--- src/rtl/if_stage.sv ---
// Instruction-fetch stage: owns the PC, addresses the combinational
// instruction memory and registers the fetched word into the IF/ID
// register, which is handed to decode over a valid/ready handshake.
// Redirects flush the wrong-path word; a misaligned redirect target
// parks the stage in FAULT until reset.
module if_stage #(
    parameter logic [31:0] RESET_PC = 32'h0000_0000,
    parameter logic [31:0] NOP_INST = 32'h0000_0000
) (
    input  logic        clk,
    input  logic        rst_n,
    output logic [31:0] imem_addr,
    input  logic [31:0] imem_inst,
    input  logic        redirect_valid,
    input  logic [31:0] redirect_pc,
    input  logic        id_ready,
    output logic        id_valid,
    output logic [31:0] id_inst,
    output logic [31:0] id_pc,
    output logic [31:0] id_pc4,
    output logic        fetch_fault
);

    typedef enum logic [1:0] {
        S_IDLE  = 2'd0,
        S_RUN   = 2'd1,
        S_FAULT = 2'd2
    } state_e;

    state_e      state_q, state_d;
    logic [31:0] pc_q, pc_d;
    logic        valid_q, valid_d;
    logic [31:0] inst_q, inst_d;
    logic [31:0] idpc_q, idpc_d;
    logic [31:0] idpc4_q, idpc4_d;
    logic        fault_q, fault_d;

    logic [31:0] pc_plus4;
    logic        advance;
    logic        target_aligned;

    assign pc_plus4       = pc_q + 32'd4;
    assign advance        = !valid_q || id_ready;
    assign target_aligned = (redirect_pc[1:0] == 2'b00);

    // Next-state: redirect beats advance beats stall; IF/ID holds by default
    always_comb begin
        state_d = state_q;
        pc_d    = pc_q;
        valid_d = valid_q;
        inst_d  = inst_q;
        idpc_d  = idpc_q;
        idpc4_d = idpc4_q;
        fault_d = fault_q;

        case (state_q)
            S_IDLE: begin
                state_d = S_RUN;
            end

            S_RUN: begin
                if (redirect_valid) begin
                    // Any word sitting in IF/ID is wrong-path once a redirect is
                    // taken, so it is dropped even if decode is not ready.
                    valid_d = 1'b0;
                    inst_d  = NOP_INST;
                    if (target_aligned) begin
                        pc_d = redirect_pc;
                    end else begin
                        state_d = S_FAULT;
                        fault_d = 1'b1;
                    end
                end else if (advance) begin
                    inst_d  = imem_inst;
                    idpc_d  = pc_q;
                    idpc4_d = pc_plus4;
                    valid_d = 1'b1;
                    pc_d    = pc_plus4;
                end
            end

            S_FAULT: begin
                valid_d = 1'b0;
                inst_d  = NOP_INST;
            end

            default: begin
                state_d = S_IDLE;
            end
        endcase
    end

    // State and IF/ID registers with synchronous active-low reset
    always_ff @(posedge clk) begin
        if (!rst_n) begin
            state_q <= S_IDLE;
            pc_q    <= RESET_PC;
            valid_q <= 1'b0;
            inst_q  <= NOP_INST;
            idpc_q  <= '0;
            idpc4_q <= '0;
            fault_q <= 1'b0;
        end else begin
            state_q <= state_d;
            pc_q    <= pc_d;
            valid_q <= valid_d;
            inst_q  <= inst_d;
            idpc_q  <= idpc_d;
            idpc4_q <= idpc4_d;
            fault_q <= fault_d;
        end
    end

    assign imem_addr   = pc_q;
    assign id_valid    = valid_q;
    assign id_inst     = inst_q;
    assign id_pc       = idpc_q;
    assign id_pc4      = idpc4_q;
    assign fetch_fault = fault_q;

endmodule

--- config.mk ---
export PLATFORM = sky130hd
export DESIGN_NAME = if_stage
export DESIGN_NICKNAME = d
export VERILOG_FILES = /design/src/rtl/if_stage.sv
export SDC_FILE = /design/constraint.sdc
export NUM_CORES = 1
export LEC_CHECK = 0
export CORE_AREA = 2 2 115 117
export DETAILED_ROUTE_END_ITERATION = 7
export DIE_AREA = 0 0 117 119
export PLACE_DENSITY = 0.79
export SETUP_SLACK_MARGIN = 0.3
export SLEW_MARGIN = 20
export SYNTH_ARGS = -nofsm -noshare
export SYNTH_HDL_FRONTEND = slang
export SYNTH_SLANG_ARGS = --single-unit
--- constraint.sdc ---
create_clock -name clk -period 2.4 [get_ports clk]
set_clock_uncertainty 0.1 [all_clocks]
set_input_delay 0.48 -clock clk [delete_from_list [all_inputs] [get_ports clk]]
set_output_delay 0.48 -clock clk [all_outputs]
set_load 0.02 [all_outputs]
==> summary.md, run 1 <==
| Metric | Value |
|---|---|
| VDD IR-drop max | 0.0004899 V |
| Horiz. Die Dim | 117 um |
| Crit path arrival time | approximately 1500 ps |
| Reg clk slew, reported paths | 60 ps |
| Mapped cell area | 5640 um2 |
| CORE AREA | 12,870 um2 |
| Crit path kind | reg -> out |
| Sequential fraction of the synthesis area | 46.14% |
| Slowest CP cell | clkdlybuf4s50_1 |
| Final Max Tran Viols | 0 |
| Reg-to-reg startpoint | imem_addr[2] |
| Register-to-Register Path Depth | 5 |
| Hold path depth | 2 |
| Cell family with most CP delay | buffers and inverters |
| CTS tree | built |
| List of most frequent post-synthesis cells | 130 x dfxtp_1, 93 x nand2_1, 74 x nor2_1 |
| Fill cells | 1,077 |
| Port Buf Inserts | approximately 200 |
| P_leak | approximately 3.2 nW |
| Critical path, cell by cell | clkdlybuf4s50_1 |
| Syn_area_per_cell | 8.393 um2 |
| Footprint of the multi-input gates | 2733 um2 |
| Async S/R FF share, synth | 0% |
| Pwr dens | between 600 and 700 nW/um2 |
| Detailed Route Iter0 Violations | between 400 and 500 |
| Adder-cell share of the synthesized area | 0.2218% |
| HPWL after detailed placement | 12,930 um |
| Share of the core filled with cells | 66.00% |
| Die height | 119 um |
| Leading area contributor after synthesis | dfxtp_1 |
| Top-count cell post-synth | dfxtp_1 |
| Area contributors post-synth | dfxtp_1 46%, nand2_1 6.2%, a21oi_1 5.6% |
| Compound-Gate Fraction of Synth Area | around a fifth |
| DRC | 0 |
| Vias per cell | 5.541 |
| Syn nets | 741 |
| Largest family of logic cells by synthesized area | simple AND/OR/NAND/NOR gates |
| Unique masters post-synth | 58 |
| # nets final | between 900 and 1,000 |
| CTS Sinks | between 100 and 150 |
| Req. time, crit path | 1820 ps |
| Number of global-route vias before repair | 5,611 |
| Final setup violating endpoints | 0 |
| Synth Instances | between 600 and 700 |
| Unrepaired setup endpoints after global routing | yes |
| CP endpoint kind | output port |
| Hold endpoint | id_pc[10] |
| Tightest Hold Check Type | reg -> reg |
| Initial Utilization | between 40% and 50% |
| Total wire length | 18,330 um |
| Pwr Total | 5.927 mW |
| Antenna-violating nets left | 0 |
| First-pass GRT wire length | 28,110 um |
| Share of the synthesized area in the top cell type | 46.14% |
| Post-synth EDFFs | 0 |
| Sequential Area | about 2600 um2 |
| Synth Area in Simple Gates | between 20% and 30% |
| H-Tree Depth | 4 |
| Max_cap viols | 0 |
| Yosys reg bits | 130 |
| Ys flop type | dfxtp_1 |
| Rel. slew slack | 64.38% |
| Synth warnings | 0 |
| Fmax | just under 500 MHz |
| Core Rows | 42 |
| Peak fanout along the critical path | 4 |
| Clk_lat worst skew | 420 ps |
| Setup TNS | 0 ps |
| GP Congestion | between 0.9 and 1 |
| Vias post-DR | 5,824 |
| CTS Buf Count | 17 |
| IO Count | ~200 |
| Slowest stage delay, CP | between 600 and 700 ps |
| Mux cell area share after synthesis | 0.5546% |
| Fin crit period | 2030 ps |
| R2r endpoint | imem_addr[25] |
| Antenna diodes | 0 |
| DR pass1 iterations | 5 |
| Hold-fix buffers, CTS | 0 |
| Post-place setup slack | 88.18 ps |
| GRT Resource Usage Total | 26.16% |
| R2R Setup Slk | 370 ps |
| Placed Cells | 1,019 |
| Pin count of the biggest net entering global routing | 94 |
| Final hold violation count | 0 |
| Startpoint Class | flop |
| Root buffer cell | clkbuf_16 |
| Initial antenna violation count | 0 |
| Global route overflow | 0 |
| Layout cells sized above 1 | 11.43% |
| Area Growth Syn to Fin | 50.64% |
| Hold Startpoint | id_pc[10] |
| Least-Margin Pin Slew | about 530 ps |
| Post-synthesis xor/xnor area fraction | 3.261% |
| Crit path buf inv count | 1 |
| Final std cells w/o fill | approximately 1,100 |
| Average routed wire per standard cell | between 15 and 20 um |
| Final worst-path cycle share | 84.60% |
| Final worst setup slack | approximately 370 ps |
| Outcome | complete, no violations |
| CTS Buffer Depth | 2 |
| Setup Buffers After CTS | 0 |
| DIE AREA | 13,920 um2 |
cells by family (layout without fill, tap and decap cells):
| logic type | Yosys count | count (layout) |
|---|---|---|
| fa+ha+maj | 1 | 1 |
| flops | 130 | 130 |
| mux | 3 | 3 |
| simple gates | 258 | 258 |
| compound gates | 187 | 187 |
| xor+xnor | 21 | 21 |
| buf+inv | 72 | 275 |
cell type report:
cell class	instances	area share [%]
Clock buffer	22	5.817
Clock inverter	10	1.237
Inverter	6	0.2798
Multi-Input combinational cell	470	32.16
Sequential cell	130	30.69
Tap cell	176	2.592
Timing Repair Buffer	237	27.23
sequential cells by signal, indices dropped and copies added, names as in the netlist:
name / count
id_pc4: 30
id_valid: 1
imem_addr: 32
id_inst: 32
state_q: 2
fetch_fault: 1
id_pc: 32
metal layers:
| layer | part of all wire, % | wire [um] | vias to the layer above | track usage, % |
|---|---|---|---|---|
| met5 | 0 | 0 | - | 0 |
| met4 | 2.3 | 415 | 0 | 10.66 |
| met3 | 9.6 | 1751 | 32 | 10.08 |
| met2 | 49 | 8903 | 278 | 42.52 |
| met1 | 40 | 7256 | 2746 | 30.68 |
| li1 | - | - | 2768 | - |
worst max-delay path by stage:
stage                  start            end  slack, ps  cells after the start
6_report       imem_addr[31]  imem_addr[31]        370                      1
5_1_grt         imem_addr[2]  imem_addr[25]        290                      5
4_1_cts        imem_addr[23]  imem_addr[23]        230                      1
3_5_place_dp        id_ready  imem_addr[15]         90                      6
3_3_place_gp        id_ready  imem_addr[14]        120                      6
2_1_floorplan   imem_addr[2]  imem_addr[30]        310                      7
placed cells by master, fill, tap and decap left out, types with 11 or more instances in the layout:
cell,count
a21oi_1,63
dlygate4sd2_1,23
o21ai_0,31
nand3_1,12
and3_1,11
clkbuf_16,17
a22oi_1,38
nor2_1,73
clkdlybuf4s50_1,168
buf_4,35
xnor2_1,17
dfxtp_1,126
nand2_1,93
nor3_1,15
report_power, final:
group / switching, mW / leakage (nW) / internal, mW
sequential: 0.0846 / 1.06 / 2.27
clock: 0.957 / 0.297 / 1.65
combinational: 0.514 / 1.86 / 0.447
total: 1.56 / 3.22 / 4.37
what timing repair did:
item	in CTS	in global routing
cloned	0	0
gates resized for setup	28	10
endpoints found under the setup margin	30	18
hold endpoints to repair	0	0
through the flow:
| stage | hold slack (ps) | cell area, um2 |
|---|---|---|
| floorplan | 328.2 | 5640 |
| global placement | 341.0 | 7880 |
| detailed placement | 346.7 | 7880 |
| CTS | 354.3 | 8463 |
| global route | 374.0 | 8497 |
| finish | 352.7 | 8497 |
No activity file was read; power rests on OpenSTA's default activity.
==> run 2, diff against run 1 <==
- clock period: 2.4 -> 1.9 ns (I/O delays scaled with it)
==> run 2 against run 1 <==
Compared with the run above:
- power up 26%
- non-clock buffer count up 70
- wire length rose by 28%
- clock power grew 15%
- via count is 14% higher
- die area stayed put
- critical endpoint is now imem_addr[19]
- largest power group unchanged
==> summary.md, run 2 (synthesis results as in run 1) <==
| Metric | Value |
|---|---|
| Pwr dens | 755.6 nW/um2 (was 697.6 nW/um2) |
| Reg-to-reg startpoint | imem_addr[2] (unchanged) |
| Startpoint Class | flop (unchanged) |
| CTS tree | built (unchanged) |
| Hold-fix buffers, CTS | 0 (unchanged) |
| Most frequent cells in the layout | 97 x dfxtp_1, 72 x buf_4, 64 x nor2_1, 63 x clkdlybuf4s50_1, 62 x nand2_1 (was 168 x clkdlybuf4s50_1, 126 x dfxtp_1, 93 x nand2_1, 73 x nor2_1, 63 x a21oi_1) |
| Initial Utilization | 43.81% (unchanged) |
| DRC | 0 (unchanged) |
| Rel. slew slack | 72.77% (was 64.38%) |
| Final hold violation count | 0 (unchanged) |
| H-Tree Depth | 4 (unchanged) |
| Area Growth Syn to Fin | 75.40% (was 50.64%) |
| VDD IR-drop max | 0.0006814 V (was 0.0004899 V) |
| Antenna diodes | 0 (unchanged) |
| IO Count | 198 (unchanged) |
| CP startpoint | imem_addr[2] (was imem_addr[31]) |
| Fill cells | 800 (was 1,077) |
| DR pass1 iterations | 5 (unchanged) |
| First-pass GRT wire length | 32,210 um (was 28,110 um) |
| Total wire length | 23,500 um (was 18,330 um) |
| Final Max Tran Viols | 0 (unchanged) |
| Core Rows | 42 (unchanged) |
| P_leak | 4.069 nW (was 3.219 nW) |
| Number of global-route vias before repair | 6,423 (was 5,611) |
| Antenna-violating nets left | 0 (unchanged) |
| Unrepaired setup endpoints after global routing | yes (unchanged) |
| Pin count of the biggest net entering global routing | 34 (was 94) |
| HPWL after detailed placement | 13,840 um (was 12,930 um) |
| Commonest non-fill, non-tap cell in the layout | dfxtp_1 (was clkdlybuf4s50_1) |
| Fmax | between 500 and 600 MHz |
| Post-Layout Inst Area | 9893 um2 (was 8497 um2) |
| Flop pwr share | 40.0% (was 39.7%) |
| Sw Share | 28.18% (was 26.25%) |
| Req. time, crit path | 2100 ps (was 1820 ps) |
| CTS Buf Count | 17 (unchanged) |
| Peak fanout along the critical path | 4 (unchanged) |
| Sw power | 2.106 mW (was 1.556 mW) |
| R2R Setup Slk | 3 ps (was 370 ps) |
| DIE AREA | 13,920 um2 (unchanged) |
| Final worst setup slack | 3.012 ps (was 369.6 ps) |
| Initial antenna violation count | 0 (unchanged) |
| CORE AREA | 12,870 um2 (unchanged) |
| Comb power frac | 19.8% (was 16.2%) |
| Clk_lat worst skew | 420 ps (about the same) |
| CTS Buffer Depth | 2 (unchanged) |
| Crit path arrival time | 2100 ps (was 1450 ps) |
| Horiz. Die Dim | 117 um (unchanged) |
| Setup TNS | 0 ps (unchanged) |
| Port Buf Inserts | 197 (unchanged) |
| Placed Cells | 1,054 (was 1,019) |
| Least-Margin Pin Slew | 408.5 ps (was 530.3 ps) |
| GRT Resource Usage Total | 29.83% (was 26.16%) |
| # nets final | 1,001 (was 931) |
| R2r endpoint | imem_addr[19] (was imem_addr[25]) |
| Register-to-Register Path Depth | 6 (was 5) |
| Layout cells sized above 1 | 38.77% (was 11.43%) |
| Final setup violating endpoints | 0 (unchanged) |
| Detailed Route Iter0 Violations | 649 (was 491) |
| Average routed wire per standard cell | 20.98 um (was 17.44 um) |
| CP endpoint kind | flop (was output port) |
| Fin crit period | 1897 ps |
| Global route overflow | 0 (unchanged) |
| Final std cells w/o fill | 1,120 (was 1,051) |
| Clk pwr share | 40.2% (was 44.0%) |
| Root buffer cell | clkbuf_16 (unchanged) |
| Post-place setup slack | -202.1 ps (was 88.18 ps) |
| Crit path kind | reg -> reg (was reg -> out) |
| Internal | 5.369 mW (was 4.371 mW) |
| Vias per cell | 5.953 (was 5.541) |
| Max_cap viols | 0 (unchanged) |
| CP endpoint | imem_addr[19] (was imem_addr[31]) |
| CTS Sinks | 130 (unchanged) |
| GP Congestion | 0.9275 (was 0.9084) |
| Tightest Hold Check Type | reg -> reg (unchanged) |
| Reg clk slew, reported paths | 60 ps (about the same) |
| Vias post-DR | 6,667 (was 5,824) |
| Die height | 119 um (unchanged) |
| Outcome | complete, no violations (unchanged) |
| Worst hold margin | 355.4 ps (was 352.7 ps) |
| Placed cell area | 8308 um2 (was 7880 um2) |
| Final worst-path cycle share | 99.84% |
## run 2: per-stage QoR
stage / util, % / total power, mW
after global placement: 64.53 / 4.277
final: 76.84 / 7.475
after global routing: 76.84 / 7.709
after CTS: 70.99 / 7.268
after detailed placement: 64.53 / 4.316
after floorplan: - / 3.662
## run 2: area by class of cell
type,instances,area [um2],area share [%]
Multi-Input combinational cell,470,3462,34.99
Timing Repair Buffer,307,2965,29.97
Sequential cell,130,2686,27.15
Clock buffer,26,510.5,5.160
Tap cell,176,220.2,2.226
Clock inverter,5,25.02,0.2529
Inverter,6,23.77,0.2403
## run 2: routing by layer
metal	wire length (um)	vias up	global-route usage, %
li1	-	2905	-
met1	8457	3192	33.08
met2	11510	469	50.94
met3	2459	101	10.99
met4	1076	0	12.28
met5	0	-	0
## run 2: critical path, stage by stage, from the launching register on
cell	delay, ps
dfxtp_4	380
and4_4	270
nand2_4	60
buf_6	140
or4_4	520
o2111ai_2	200
o21ai_1	100
## run 2: timing repair
action	CTS	global route
setup endpoints to repair	220	164
pin swaps	32	77
resized for setup	322	239
gates cloned	2	3
buffers inserted	13	17
## run 2: how the worst min path moves through the flow
stage	from	endpoint	slack, ps	cells after the start
after floorplan	state_q[1]	state_q[0]	330	1
after global placement	id_pc[27]	id_pc[27]	340	2
after detailed placement	id_pc4[3]	id_pc4[3]	350	2
after CTS	id_pc4[3]	id_pc4[3]	350	2
after global routing	state_q[1]	state_q[0]	370	1
final	id_pc[25]	id_pc[25]	360	2
## run 2: power groups by stage
stage                     Sequential (mW)  Clock, mW  Combinational, mW
final                                2.99       3.00               1.48
after CTS                            2.97       3.02               1.28
after global routing                 3.00       3.15               1.56
after floorplan                      3.18          0              0.482
after detailed placement             3.03          0               1.29
after global placement               3.02          0               1.26
